`src/rtl/otter_cu_fsm.sv`:
```
`default_nettype none
// ============================================================================
//  Module   : otter_cu_fsm
//  Purpose  : Sequencing control FSM for the multi-cycle OTTER core. Supplies
//             every state-dependent enable (PC/RF/CSR writes, memory strobes,
//             interrupt entry, mret) and counts retired instructions. Datapath
//             selects come from the separate combinational decoder.
//  Ports    : clk, rst_n (sync, active-low)
//             opcode[6:0], func3[2:0]  - currently held instruction fields
//             imem_ready, dmem_ready   - memory completion handshakes
//             intr, mie                - interrupt request / global enable
//             rst_core, imem_rden, dmem_rden, dmem_we, pc_write, rf_we,
//             csr_we, int_taken, mret_exec, illegal - control outputs
//             instret[INSTRET_W-1:0]   - retired-instruction counter
//  Revision : 1.0 - initial release
// ============================================================================
module otter_cu_fsm #(
    parameter int INSTRET_W = 32,
    parameter bit INTR_EN   = 1'b1
) (
    input  logic                 clk,
    input  logic                 rst_n,
    input  logic [6:0]           opcode,
    input  logic [2:0]           func3,
    input  logic                 imem_ready,
    input  logic                 dmem_ready,
    input  logic                 intr,
    input  logic                 mie,
    output logic                 rst_core,
    output logic                 imem_rden,
    output logic                 dmem_rden,
    output logic                 dmem_we,
    output logic                 pc_write,
    output logic                 rf_we,
    output logic                 csr_we,
    output logic                 int_taken,
    output logic                 mret_exec,
    output logic                 illegal,
    output logic [INSTRET_W-1:0] instret
);

    localparam logic [2:0] S_INIT  = 3'd0;
    localparam logic [2:0] S_FETCH = 3'd1;
    localparam logic [2:0] S_EXEC  = 3'd2;
    localparam logic [2:0] S_WB    = 3'd3;
    localparam logic [2:0] S_INTR  = 3'd4;

    localparam logic [6:0] OP_LUI    = 7'b0110111;
    localparam logic [6:0] OP_AUIPC  = 7'b0010111;
    localparam logic [6:0] OP_JAL    = 7'b1101111;
    localparam logic [6:0] OP_JALR   = 7'b1100111;
    localparam logic [6:0] OP_BRANCH = 7'b1100011;
    localparam logic [6:0] OP_LOAD   = 7'b0000011;
    localparam logic [6:0] OP_STORE  = 7'b0100011;
    localparam logic [6:0] OP_IMM    = 7'b0010011;
    localparam logic [6:0] OP_REG    = 7'b0110011;
    localparam logic [6:0] OP_SYSTEM = 7'b1110011;

    logic [2:0]           r_state;
    logic [2:0]           w_next_state;
    logic [INSTRET_W-1:0] r_instret;
    logic                 w_retire;
    logic                 w_take_intr;

    // Interrupts are only ever considered at a retire boundary.
    assign w_take_intr = INTR_EN && intr && mie;

    // ------------------------------------------------------------------
    // State register and retired-instruction counter
    // ------------------------------------------------------------------
    always_ff @(posedge clk) begin
        if (!rst_n) begin
            r_state   <= S_INIT;
            r_instret <= '0;
        end else begin
            r_state <= w_next_state;
            if (w_retire) begin
                r_instret <= r_instret + 1'b1;
            end
        end
    end

    // ------------------------------------------------------------------
    // Next-state logic (also produces the retire qualifier)
    // ------------------------------------------------------------------
    always_comb begin
        w_next_state = r_state;
        w_retire     = 1'b0;
        case (r_state)
            S_INIT:  w_next_state = S_FETCH;
            S_FETCH: if (imem_ready) w_next_state = S_EXEC;
            S_EXEC: begin
                if (opcode == OP_LOAD) begin
                    w_next_state = S_WB;
                end else if (opcode == OP_STORE) begin
                    w_retire = dmem_ready;
                end else begin
                    // Every other opcode, including unrecognised ones, retires here.
                    w_retire = 1'b1;
                end
            end
            S_WB:    w_retire = dmem_ready;
            S_INTR:  w_next_state = S_FETCH;
            default: w_next_state = S_INIT;
        endcase
        if (w_retire) begin
            w_next_state = w_take_intr ? S_INTR : S_FETCH;
        end
    end

    // ------------------------------------------------------------------
    // Output logic: combinational from state and inputs
    // ------------------------------------------------------------------
    always_comb begin
        rst_core  = 1'b0;
        imem_rden = 1'b0;
        dmem_rden = 1'b0;
        dmem_we   = 1'b0;
        pc_write  = 1'b0;
        rf_we     = 1'b0;
        csr_we    = 1'b0;
        int_taken = 1'b0;
        mret_exec = 1'b0;
        illegal   = 1'b0;
        if (!rst_n) begin
            // Reset overrides the current state immediately so an in-flight
            // load/store drops its strobes in the reset cycle itself.
            rst_core = 1'b1;
        end else begin
            case (r_state)
                S_INIT:  rst_core  = 1'b1;
                S_FETCH: imem_rden = 1'b1;
                S_EXEC: begin
                    case (opcode)
                        OP_LUI, OP_AUIPC, OP_JAL, OP_JALR, OP_IMM, OP_REG: begin
                            pc_write = 1'b1;
                            rf_we    = 1'b1;
                        end
                        OP_BRANCH: pc_write = 1'b1;
                        OP_LOAD:   dmem_rden = 1'b1;
                        OP_STORE: begin
                            dmem_we  = 1'b1;
                            pc_write = dmem_ready;
                        end
                        OP_SYSTEM: begin
                            pc_write = 1'b1;
                            if (func3 != 3'b000) begin
                                rf_we  = 1'b1;
                                csr_we = 1'b1;
                            end else begin
                                mret_exec = 1'b1;
                            end
                        end
                        default: begin
                            illegal  = 1'b1;
                            pc_write = 1'b1;
                        end
                    endcase
                end
                S_WB: begin
                    dmem_rden = 1'b1;
                    rf_we     = dmem_ready;
                    pc_write  = dmem_ready;
                end
                S_INTR: begin
                    int_taken = 1'b1;
                    pc_write  = 1'b1;
                end
                default: rst_core = 1'b1;
            endcase
        end
    end

    // Counter reads as zero for the whole reset cycle, not just after the edge.
    assign instret = rst_n ? r_instret : '0;

endmodule
`default_nettype wire

```
`config.mk`:
```
export PLATFORM = sky130hd
export DESIGN_NAME = otter_cu_fsm
export DESIGN_NICKNAME = d
export VERILOG_FILES = /design/src/rtl/otter_cu_fsm.sv
export SDC_FILE = /design/constraint.sdc
export NUM_CORES = 1
export LEC_CHECK = 0
export ABC_AREA = 1
export CORE_MARGIN = 2
export CORE_UTILIZATION = 30
export CTS_CLUSTER_SIZE = 24
export DETAILED_ROUTE_END_ITERATION = 10
export GPL_TIMING_DRIVEN = 0
export PLACE_DENSITY = 0.61
export SYNTH_ARGS = -nofsm -noshare
export SYNTH_HDL_FRONTEND = slang
export SYNTH_SLANG_ARGS = --single-unit
```
`constraint.sdc`:
```
create_clock -name clk -period 3.05 [get_ports clk]
set_input_delay 0.4575 -clock clk [delete_from_list [all_inputs] [get_ports clk]]
set_output_delay 0.4575 -clock clk [all_outputs]
set_load 0.03 [all_outputs]
```
==> impl_metrics.tcl, run 1 <==
set metrics [dict create \
    run_status "finished clean" \
    crit_path_end_kind "output port" \
    synth_cells 464 \
    grt_max_degree 11 \
    antenna_found_initial 0 \
    finalHoldWorstSlack_ns 0.505 \
    fmax_mhz 353 \
    die_x_um 98.5 \
    remaining_drc_errors 0 \
    async_reset_ff_frac 0 \
    synth_edf_count 0 \
    synth.most_common_cell "nand2_1" \
    die_area_um2 9710 \
    numPortBuffers 56 \
    grt.overflow.total 0 \
    cp-start-kind "input pin" \
    synth.top_cell.area_share 0.261 \
    syn2layout_area_growth_pct 29.8 \
    grt_pass1_wl_mm 12.4 \
    period_share 0.928 \
    finish.net_count 544 \
    r2r_cells 10 \
    arrival_ns 2.37 \
    htreeDepth 2 \
    io_pins 58 \
    leakage_nw 1.46 \
    ant_nets 0 \
    yosysWarnings 0 \
    rsz0062_at_grt "false" \
    slew_viol_final 0 \
    tritoncts "built" \
    min_from "r_instret[31]" \
    initialDrtViolationCount 112 \
    clock_sinks 35 \
    peakVddDrop_uv 204 \
    drive_gt1_frac 0.0814 \
    rr_startpoint "r_instret[0]" \
    worst_pin_slew_ns 0.577 \
    synth_area_um2 2680 \
    yosysSeqAreaShare 0.261 \
    drtPass1Iterations 4 \
    syn_avg_cell_area_um2 5.78 \
    die_h_um 98.5 \
    clk-insertion-delay-late_ns 0.28 \
    setup_violations 0 \
    synth_seq_cells 35 \
    hold_path_end "r_instret[31]" \
    rr_endpoint "r_instret[22]" \
    avgViaCountPerCell 4.56 \
    period_minus_slack_ns 2.83 \
    rows 34 \
    clockBufferDepth 2 \
    core_um2 8680 \
    r2r_slack_ns 1.29 \
    vias 2897 \
    slew_headroom 0.615 \
    yosys-top-cells-area "dfxtp_1 (26%), nand2_1 (24%), inv_1 (8.8%)" \
    hold_depth 2 \
    crit_required_ns 2.59 \
    synthFlopType "dfxtp_1" \
    grt_usage 0.156 \
    synth_nets 481 \
    hold_path_class "flop to flop" \
    critPathMaxFanout 3 \
    place_hpwl_mm 6.06 \
    wl_per_cell_um 11.9 \
    numCtsBuffers 5 \
    start_util 0.309 \
    tns_ns 0 \
    fin_skew_ns 0.00487 \
    num_antenna_cells 0 \
    hold_violations 0 \
    clk_pin_slew_ns 0.07 \
    clockRootBuffer "clkbuf_8" \
    netlist_top_cells_count "nand2_1 (172), inv_1 (63), nor2_1 (58), dfxtp_1 (35), a21oi_1 (32)" \
    grt_pass1_vias 2652 \
    power-per-cell-area_nw_per_um2 385 \
    wl_mm 7.54 \
    synth_largest_area_cell "dfxtp_1" \
    crit_type "input pin to output port" \
    postLayoutCoreUtil 0.401 \
    ys_types 32 \
    gp_congestion 0.957 \
    drv_cap 0 \
]
==> critical path, cell delays in order <==
cell	delay, ns
clkdlybuf4s50_1	0.45
nand2_1	0.06
inv_1	0.07
nand3_1	0.11
nor4_1	0.23
nand2_1	0.12
nand3_1	0.08
nand2_1	0.05
nand2_1	0.06
clkdlybuf4s50_1	0.68
==> stage by stage <==
step | setup WS (ns) | cell area (um^2) | total power, mW | cells
after floorplan | 0.706 | 2680 | 0.833 | 464
after global placement | 0.0877 | 3380 | 0.975 | 628
after detailed placement | 0.0366 | 3380 | 0.982 | 628
after CTS | 0.0319 | 3480 | 1.36 | 636
after global routing | 0.0682 | 3480 | 1.42 | 636
final | 0.221 | 3480 | 1.34 | 636
==> sequential cells by signal, summed over array words and instances (netlist names) <==
| register | flops |
|---|---|
| r_state | 3 |
| r_instret | 32 |
==> area by class of cell <==
cell class / instances / area [um^2]
clock buffer: 8 / 100
inverter: 65 / 244
tap: 108 / 135
fill: 953 / 5200
sequential: 35 / 701
buffer: 15 / 81.3
timing repair buffer: 56 / 563
multi-input combinational: 349 / 1660
==> cells in the final DEF, fill, tap and decap left out, types with 8 or more instances in the layout <==
cell,count
nor2_1,58
xor2_1,8
nand4_1,9
nand2_1,172
clkbuf_1,8
clkdlybuf4s50_1,55
nand3_1,17
dfxtp_1,35
a21oi_1,32
inv_1,63
==> power by group <==
group / switching, mW / total, mW / internal, mW
Sequential: 0.0228 / 0.503 / 0.480
Combinational: 0.305 / 0.465 / 0.161
Clock: 0.163 / 0.370 / 0.206
==> layer usage <==
layer  GRT usage  vias to the layer above  routed length [um]
met5           0                        -                   0
met4      0.0327                        0                  31
met3      0.0305                        2                 353
met2       0.272                       68                3550
met1       0.201                     1279                3610
li1            -                     1548                   -
==> worst max-delay path by stage <==
stage	depth (start not counted)	startpoint	slack, ns	endpoint
2_1_floorplan	5	rst_n	0.71	dmem_we
3_3_place_gp	11	opcode[6]	0.09	pc_write
3_5_place_dp	11	opcode[6]	0.04	pc_write
4_1_cts	11	opcode[6]	0.03	pc_write
5_1_grt	10	opcode[1]	0.07	rf_we
6_report	10	opcode[1]	0.22	rf_we
==> what timing repair did <==
action | 4_1_cts | 5_1_grt
gates resized for setup | 0 | 1
hold endpoints to repair | 0 | 0
setup buffers | 0 | 0
setup endpoints to repair | 0 | 1
hold buffers | 0 | 0
==> cells by family (layout without fill, tap and decap cells) <==
family,after synthesis,in the layout,synth area share
simple gates,296,296,0.492
xor+xnor,15,15,0.0490
fa+ha+maj,1,1,0.00467
buf+inv,80,144,0.121
compound gates,37,37,0.0719
flops,35,35,0.261
Note: power is estimated with default switching activity, not from simulation.
==> inputs of run 2 (changes only) <==
Settings changed: SLEW_MARGIN set to 30.
==> results of run 2 <==
Final layout, timing and power as in run 1 (identical DEF).
